File: src/rtl/demod_pkg.sv
// ---------------------------------------------------------------------------
// demod_pkg
// Shared constants and types for the demodulator back end.
//   - Fixed-point layout of the resampled I/Q symbols (sign/int/frac widths).
//   - Legal BITS_PER_SYM values (BPSK = 1, QPSK = 2).
//   - QPSK phase-index type and the sign-quadrant to phase-index mapping.
// ---------------------------------------------------------------------------
package demod_pkg;

    localparam int SYM_WIDTH_DEF  = 1;
    localparam int INT_WIDTH_DEF  = 1;
    localparam int DEC_WIDTH_DEF  = 14;
    localparam int DATA_WIDTH_DEF = SYM_WIDTH_DEF + INT_WIDTH_DEF + DEC_WIDTH_DEF;

    localparam int BPS_BPSK = 1;
    localparam int BPS_QPSK = 2;

    // Phase index counts quadrants counter-clockwise from the first quadrant.
    typedef enum logic [1:0] {
        PH_0   = 2'd0,
        PH_90  = 2'd1,
        PH_180 = 2'd2,
        PH_270 = 2'd3
    } qpsk_phase_t;

    function automatic qpsk_phase_t qpsk_phase(input logic i_neg, input logic q_neg);
        case ({i_neg, q_neg})
            2'b00:   return PH_0;
            2'b10:   return PH_90;
            2'b11:   return PH_180;
            default: return PH_270;
        endcase
    endfunction

endpackage

File: src/rtl/byte_fifo2.sv
// ---------------------------------------------------------------------------
// byte_fifo2
// Two-entry byte FIFO with a valid/ready read side.
// Ports:
//   clk, rstn           clock, asynchronous active-low reset
//   push, push_data     write request and byte; ignored when full unless the
//                       same edge also pops
//   full, empty         occupancy flags
//   out_data, out_valid head entry and non-empty flag
//   out_ready           downstream accepts the head entry
// ---------------------------------------------------------------------------
module byte_fifo2 (
    input  logic       clk,
    input  logic       rstn,
    input  logic       push,
    input  logic [7:0] push_data,
    output logic       full,
    output logic       empty,
    output logic [7:0] out_data,
    output logic       out_valid,
    input  logic       out_ready
);

    logic [7:0] mem [2];
    logic       wr_ptr;
    logic       rd_ptr;
    logic [1:0] count;
    logic       pop;
    logic       do_push;

    assign full      = (count == 2'd2);
    assign empty     = (count == 2'd0);
    assign out_valid = ~empty;
    assign out_data  = mem[rd_ptr];

    assign pop     = out_valid & out_ready;
    // When full, a simultaneous pop frees the head slot, which is the one
    // wr_ptr points at; the head is read combinationally before it is replaced.
    assign do_push = push & (~full | pop);

    // NOTE: state registers use non-blocking assignments so every flop samples
    // pre-edge values regardless of statement order.
    // NOTE: the storage is reset as well so out_data reads 0 after reset.
    always_ff @(posedge clk or negedge rstn) begin
        if (!rstn) begin
            mem[0] <= 8'd0;
            mem[1] <= 8'd0;
            wr_ptr <= 1'b0;
            rd_ptr <= 1'b0;
            count  <= 2'd0;
        end else begin
            if (do_push) begin
                mem[wr_ptr] <= push_data;
                wr_ptr      <= ~wr_ptr;
            end
            if (pop) begin
                rd_ptr <= ~rd_ptr;
            end
            case ({do_push, pop})
                2'b10:   count <= count + 2'd1;
                2'b01:   count <= count - 2'd1;
                default: count <= count;
            endcase
        end
    end

endmodule

File: src/rtl/mpsk_symbol_demapper.sv
// ---------------------------------------------------------------------------
// mpsk_symbol_demapper
// Hard BPSK/QPSK decision on strobed I/Q symbols, optional differential
// decoding, MSB-first byte packing and a 2-entry valid/ready output FIFO.
// Optional feature macro: DEMAP_DIFF_DECODE_EN (differential decoding).
// Ports:
//   clk, rstn                clock, asynchronous active-low reset
//   mk                       symbol strobe
//   InputDataI, InputDataQ   signed symbol samples (only the sign is used)
//   sync_clr                 byte-alignment clear
//   out_data, out_valid,
//   out_ready                packed byte stream
//   overflow                 sticky: a byte was dropped on a full FIFO
//   drop_cnt                 saturating dropped-byte count
// ---------------------------------------------------------------------------
module mpsk_symbol_demapper
    import demod_pkg::*;
#(
    parameter int SYM_WIDTH    = SYM_WIDTH_DEF,
    parameter int INT_WIDTH    = INT_WIDTH_DEF,
    parameter int DEC_WIDTH    = DEC_WIDTH_DEF,
    parameter int BITS_PER_SYM = BPS_QPSK
) (
    input  logic                                   clk,
    input  logic                                   rstn,
    input  logic                                   mk,
    input  logic [SYM_WIDTH+INT_WIDTH+DEC_WIDTH-1:0] InputDataI,
    input  logic [SYM_WIDTH+INT_WIDTH+DEC_WIDTH-1:0] InputDataQ,
    input  logic                                   sync_clr,
    output logic [7:0]                             out_data,
    output logic                                   out_valid,
    input  logic                                   out_ready,
    output logic                                   overflow,
    output logic [7:0]                             drop_cnt
);

    localparam int DATA_WIDTH    = SYM_WIDTH + INT_WIDTH + DEC_WIDTH;
    localparam int SYMS_PER_BYTE = 8 / BITS_PER_SYM;
    localparam logic [2:0] LAST_SYM = 3'(SYMS_PER_BYTE - 1);

    generate
        if (BITS_PER_SYM != BPS_BPSK && BITS_PER_SYM != BPS_QPSK) begin : g_bad_bps
            $fatal(1, "mpsk_symbol_demapper: BITS_PER_SYM must be 1 or 2");
        end
    endgenerate

    logic                    i_neg;
    logic                    q_neg;
    logic [BITS_PER_SYM-1:0] sym_bits;
    logic [2:0]              sym_cnt;
    logic [7:0]              pack_reg;
    logic                    push_req;
    logic                    fifo_full;
    logic                    fifo_empty;
    logic                    drop;
    logic                    unused_mag;

    // Zero has a clear sign bit, so it decides as positive.
    assign i_neg = InputDataI[DATA_WIDTH-1];
    assign q_neg = InputDataQ[DATA_WIDTH-1];
    assign unused_mag = ^{InputDataI[DATA_WIDTH-2:0], InputDataQ[DATA_WIDTH-2:0]};

`ifdef DEMAP_DIFF_DECODE_EN
    logic [1:0]              k_full;
    logic [BITS_PER_SYM-1:0] k;
    logic [BITS_PER_SYM-1:0] k_prev;

    // NOTE: every combinational output gets a default first so no path
    // leaves it unassigned and infers a latch.
    always_comb begin
        k_full = 2'd0;
        if (BITS_PER_SYM == BPS_BPSK) begin
            k_full = {1'b0, i_neg};
        end else begin
            k_full = 2'(qpsk_phase(i_neg, q_neg));
        end
        k = k_full[BITS_PER_SYM-1:0];
        // Modular subtraction in BITS_PER_SYM bits gives the phase step.
        sym_bits = k - k_prev;
    end

    // The reference follows every strobed symbol, including one that arrives
    // with sync_clr, since byte alignment is unrelated to carrier phase.
    always_ff @(posedge clk or negedge rstn) begin
        if (!rstn) begin
            k_prev <= '0;
        end else if (mk) begin
            k_prev <= k;
        end
    end
`else
    logic [1:0] dir_full;

    // NOTE: every combinational output gets a default first so no path
    // leaves it unassigned and infers a latch.
    always_comb begin
        dir_full = 2'd0;
        if (BITS_PER_SYM == BPS_BPSK) begin
            dir_full = {1'b0, i_neg};
        end else begin
            dir_full = {i_neg, q_neg};
        end
        sym_bits = dir_full[BITS_PER_SYM-1:0];
    end
`endif

    // Packing: symbols enter at the LSB so the first one lands in the MSBs.
    // The completed byte stays in pack_reg for the edge that pushes it; a new
    // symbol on that same edge shifts in only after the FIFO has sampled it.
    always_ff @(posedge clk or negedge rstn) begin
        if (!rstn) begin
            sym_cnt  <= 3'd0;
            pack_reg <= 8'd0;
            push_req <= 1'b0;
        end else begin
            push_req <= 1'b0;
            if (sync_clr) begin
                if (mk) begin
                    pack_reg <= 8'(sym_bits);
                    sym_cnt  <= 3'd1;
                end else begin
                    pack_reg <= 8'd0;
                    sym_cnt  <= 3'd0;
                end
            end else if (mk) begin
                pack_reg <= {pack_reg[7-BITS_PER_SYM:0], sym_bits};
                if (sym_cnt == LAST_SYM) begin
                    sym_cnt  <= 3'd0;
                    push_req <= 1'b1;
                end else begin
                    sym_cnt <= sym_cnt + 3'd1;
                end
            end
        end
    end

    byte_fifo2 u_fifo (
        .clk       (clk),
        .rstn      (rstn),
        .push      (push_req),
        .push_data (pack_reg),
        .full      (fifo_full),
        .empty     (fifo_empty),
        .out_data  (out_data),
        .out_valid (out_valid),
        .out_ready (out_ready)
    );

    // A push into a full FIFO is lost only if the same edge does not pop.
    assign drop = push_req & fifo_full & ~(out_valid & out_ready);

    always_ff @(posedge clk or negedge rstn) begin
        if (!rstn) begin
            overflow <= 1'b0;
            drop_cnt <= 8'd0;
        end else if (drop) begin
            overflow <= 1'b1;
            if (drop_cnt != 8'hFF) begin
                drop_cnt <= drop_cnt + 8'd1;
            end
        end
    end

endmodule
File: config.mk
export PLATFORM = sky130hd
export DESIGN_NAME = mpsk_symbol_demapper
export DESIGN_NICKNAME = d
export VERILOG_FILES = /design/src/rtl/demod_pkg.sv /design/src/rtl/byte_fifo2.sv /design/src/rtl/mpsk_symbol_demapper.sv
export SDC_FILE = /design/constraint.sdc
export NUM_CORES = 1
export LEC_CHECK = 0
export CORE_UTILIZATION = 50
export CTS_CLUSTER_SIZE = 10
export DETAILED_ROUTE_END_ITERATION = 16
export GPL_TIMING_DRIVEN = 0
export PLACE_DENSITY = 0.85
export RECOVER_POWER = 50
export REMOVE_ABC_BUFFERS = 1
export SYNTH_ARGS = -nofsm -noshare
export SYNTH_HDL_FRONTEND = slang
export SYNTH_SLANG_ARGS = --single-unit
File: constraint.sdc
create_clock -name clk -period 4.7 [get_ports clk]
set_clock_uncertainty 0.1 [all_clocks]
set_input_delay 0.94 -clock clk [delete_from_list [all_inputs] [get_ports clk]]
set_output_delay 0.94 -clock clk [all_outputs]
set_load 0.005 [all_outputs]
Yosys cells after proc, flatten, opt, wreduce, memory -nomap -nowiden:

Cells that the tools add are included.

* muxes and demuxes: 17
* div/mod/pow operators: 0
* bitwise gates (word level): 12
* multipliers: 0
* $lt $le $gt $ge: 3
* reductions and logical operators: 5
* shift operators: 0
* equal/unequal tests: 5
* $add $sub $neg: 4

Operators with widths (count)
* $mux 8: 6
* $bwmux 16: 1
* $mux 3: 3
* $add 8x1->8 const B: 1
* $demux 8 s1: 1
* $ne 8x8->1 const B: 1
* $not 1->1: 5
* $and 1x1->1: 4
* $eq 2x2->1 const B: 2
* $ge 2x2->1 const B: 2
* $mux 1: 4
* $not 1->2: 2
* $pmux 2 s2: 1
* $reduce_bool 2->1: 2
* $add 3x1->3 const B: 1
* $eq 3x2->1 const B: 1
* $add 2x1->2 const B: 1
* $eq 2x1->1 const B: 1
* $logic_not 2->1: 1
* $lt 2x1->1 const B: 1
* $mux 2: 1
* $reduce_and 2->1: 1
* $sub 2x1->2 const B: 1
* $logic_and 1x1->1: 1
* $or 1x1->1: 1

* register bits after elaboration: 41
* logic and storage cells: 56
* output and inout port bits: 18
* latch bits: 0
* ROM bits: 0
* bits of input ports: 37
* memory bits (writable): 0
* memories: 0

Logic depth before layout (Yosys ltp):

* depth in word-level cells: 7
* mapped depth: 6
* depth with buffers taken out: 6

Modules after synthesis:

A second synthesis with hierarchy kept.

* cells, all modules: 141
* area total of the unflattened synthesis: 1828.0 µm²

By module, submodules not included
* mpsk_symbol_demapper: instances 1, sequential area each 525.5 µm², cells an instance 80, area each 922.1 µm²
* byte_fifo2: instances 1, sequential area each 500.5 µm², cells an instance 61, area each 905.9 µm²

Worst setup path after synthesis:

No wires, ideal clock.

* kind: flip-flop to output port
* start point: reg u_fifo.rd_ptr
* end point: out out_data[0]
* buffers on the path: 1
* data required time: 3.660 ns
* path slack: 2.672 ns
* data arrival time: 0.988 ns
* cell stages (with the launch flop): 3
* cells stage by stage: dfrtp_1 > clkbuf_1 > mux2_2

* word-level cells in the longest chain between the ends: 4

RTL lines
* from (decl): line byte_fifo2.sv:26 `logic rd_ptr;`
* from (signal assigned): line byte_fifo2.sv:57 `rd_ptr <= ~rd_ptr;`
* $not 1->2 (implied by the code): line byte_fifo2.sv:34 `assign out_data = mem[rd_ptr];`
* $mux 8 (implied by the code) (3 in a row): line byte_fifo2.sv:34
* to (decl): line mpsk_symbol_demapper.sv:30 `output logic [7:0] out_data,`

Every way passes these cells. The select of a mux whose other input is x is not followed.

Worst setup path in the final report:

* start point: reg u_fifo.rd_ptr
* end point: out out_data[7]

The elaborated chain is that of the path after synthesis.

==> metrics.md <==
| Metric | Value |
|---|---|
| Crit start category | register |
| Library cells used by synthesis | 29 |
| Area Growth Syn to Fin | 17.7% |
| IO Port Bufs | 24 |
| Critical path buffer and inverter count | 1 |
| Initial antenna violation count | 0 |
| IO Pins | 55 |
| Mapped Cells | 132 |
| Avg Inst Size Synth | ~14 um2 |
| Critical path's slowest cell | dfrtp_1 |
| Total of max-cap violations | 1 |
| Leakage | 1.03 nW |
| Worst vdd ir | 0.241 mV |
| H-tree depth | 2 |
| Post-CTS resize count | 0 |
| Final Max Tran Viols | 42 |
| Final setup fails | 0 |
| Die area | 3840 um2 |
| Largest family of logic cells by synthesized area | multiplexers |
| Critical Path AT | approximately 1.8 ns |
| Worst Hold Depth | 1 |
| Register area share after synthesis | 0.570 |
| Worst-Skew Late Latency | approximately 0.34 ns |
| Vias | 1,084 |
| PwrDens | 370 nW/um2 |
| Top_reg_cell synth | dfrtp_1 |
| Worst Path Required | around 3.7 ns |
| Setup TNS | 0 ns |
| Initial DRC count | 33 |
| Hold Fails Final Rpt | 0 |
| Status | finished, violations left |
| RSZ-0062 raised after global routing | false |
| Slew Limit Headroom | -0.373 |
| Postcts setup bufs | 0 |
| Adder-Cell Fraction of Synth Area | 0.0208 |
| Critical path type | register to output port |
| Synthesized flop and latch total | 41 |
| R2r worst-path depth | 4 |
| Fillcell total | 269 |
| Via/cell ratio | 5.26 |
| CP endpoint kind | output port |
| Crit path max fanout | 9 |
| Ys Warns | 0 |
| Crit-path max cell delay | about 0.63 ns |
| Max reg flops | 16 |
| First-pass GRT wire length | 5000 um |
| Post-Synth Simple-Gate Area | 0.108 |
| Ratio of final minimum period to clock period | 0.605 |
| XOR/XNOR share of the synthesized area | 0.0632 |
| DIE WIDTH | 62.0 um |
| Post-detailed-route DRC marker count | 0 |
| Placement row count | 21 |
| Failing checks | max-capacitance violations, max-slew violations |
| Largest net degree at the start of global routing | 42 |
| Clock sinks | 41 |
| Crit-path cells | mux2_2 > clkdlybuf4s50_1 |
| DRT antenna net count | 0 |
| Hold-fix buffers, CTS | 0 |
| Slew @ Worst Pin | 2.06 ns |
| Gr usage total | 0.190 |
| Clock tree buffer depth | 2 |
| Fraction of layout cells with a size suffix above 1 | 0.238 |
| First drt pass iteration count | 4 |
| Post-synthesis mux area share | 0.190 |
| CTS tree | yes |
| Gpl congestion | 0.734 |
| Synth Cell Area | 1800 um2 |
| Diodes inserted | 0 |
| CTS buffer count | 5 |
| Core box area | 3390 um2 |
| Detailed placement HPWL | 2130 um |
| Die Ht | 62.0 um |
| Fmax | between 300 and 400 MHz |
| Total gr overflow | 0 |
| Starting Density | 0.531 |
| Asr flop ratio synth | 1.00 |
| Root buf cell | clkbuf_4 |
| Vias in the first global route | 1,063 |
| Final net count | 200 |
| Critical path's top delay family | flip-flops |
| Routed WL per cell | between 10 and 15 um |
| Reg clk slew, reported paths | 0.10 ns |
| WP depth | 2 |
| Post-synthesis compound-gate area fraction | 0.0375 |
| Post-layout minimum cycle time | roughly 2.8 ns |
| EDFF count, synth | 0 |
| Final core occ | 0.625 |
| HP Class | register to register |
| Total wire length | 3060 um |
through the flow:
step	hold WS (ns)	instances	cell area, um2	total power [W]	setup WS [ns]
floorplan	0.333	129	1790	0.000543	2.80
global route	0.402	206	2120	0.000830	1.77
CTS	0.377	206	2140	0.000795	1.83
global placement	0.352	199	2090	0.000612	1.70
finish	0.373	206	2120	0.000784	1.86
detailed placement	0.359	199	2080	0.000623	2.15
layer usage:
layer / part of all wire / track usage
met5: 0 / 0
met4: 0.017 / 0.0762
met3: 0.038 / 0.0559
met2: 0.51 / 0.310
met1: 0.43 / 0.236
power breakdown:
group / internal, W / switching (W)
Combinational: 0.000106 / 0.0000543
Clock: 0.0000707 / 0.000101
Sequential: 0.000395 / 0.0000564
worst register-to-register path, cell delays in order (launching register included):
cell	delay, ns
dfrtp_1	0.42
ha_1	0.19
nand3_1	0.13
o21ai_0	0.89
mux2_2	0.42
cell usage after synthesis, drive strengths merged, types with 3 or more instances:
library cell  instances  share of area
mux2                 25           0.16
nand2                 4         0.0083
xnor2                 5          0.024
xor2                  8          0.039
nor2                 13          0.031
ha                    3          0.021
mux2i                 6          0.033
nor3                  3         0.0083
dfrtp                41           0.57
cell families (layout without fill, tap and decap cells):
group | count (synthesis) | after routing
flip-flops | 41 | 41
AND/OR/NAND/NOR | 32 | 32
multiplexers | 31 | 31
XOR/XNOR | 13 | 13
AO/OA/AOI/OAI | 7 | 7
buffers and inverters | 5 | 33
adder cells (fa/ha/maj) | 3 | 3
placed cells by master (no fill, tap or decap), drive strengths merged, types with 2 or more instances in the layout:
| master | synthesis | final |
|---|---|---|
| a22o | 2 | 2 |
| clkbuf | 2 | 8 |
| clkdlybuf4s50 | 0 | 21 |
| dfrtp | 41 | 41 |
| dlygate4sd3 | 0 | 2 |
| ha | 3 | 3 |
| inv | 2 | 2 |
| mux2 | 25 | 25 |
| mux2i | 6 | 6 |
| nand2 | 4 | 4 |
| nand2b | 2 | 2 |
| nand3 | 2 | 2 |
| nor2 | 13 | 13 |
| nor3 | 3 | 3 |
| o211ai | 2 | 2 |
| o21ai | 2 | 2 |
| or2 | 2 | 2 |
| xnor2 | 5 | 5 |
| xor2 | 8 | 8 |
area by class of cell:
| cell class | count | area [um2] | area share |
|---|---|---|---|
| inverter | 2 | 7.51 | 0.00354 |
| sequential | 41 | 1030 | 0.484 |
| tap | 46 | 57.6 | 0.0272 |
| multi-input combinational | 86 | 739 | 0.349 |
| timing repair buffer | 24 | 234 | 0.110 |
| clock buffer | 7 | 55.1 | 0.0260 |
path summary, 6_finish.rpt:
path	start	slack [ns]	endpoint
min in group asynchronous	rstn	1.08	u_fifo.mem[12]$_DFFE_PN0P_
worst min-delay path	sym_cnt[2]$_DFFE_PN0P_	0.37	push_req$_DFF_PN0_
max in group asynchronous	rstn	2.25	drop_cnt[5]$_DFFE_PN0P_
worst max-delay path	u_fifo.rd_ptr$_DFFE_PN0P_	1.86	out_data[7]
worst min register to register	sym_cnt[2]$_DFFE_PN0P_	0.37	push_req$_DFF_PN0_
worst max register to register	drop_cnt[0]$_DFFE_PN0P_	2.44	drop_cnt[1]$_DFFE_PN0P_
Power figures use the tool's default switching activity.
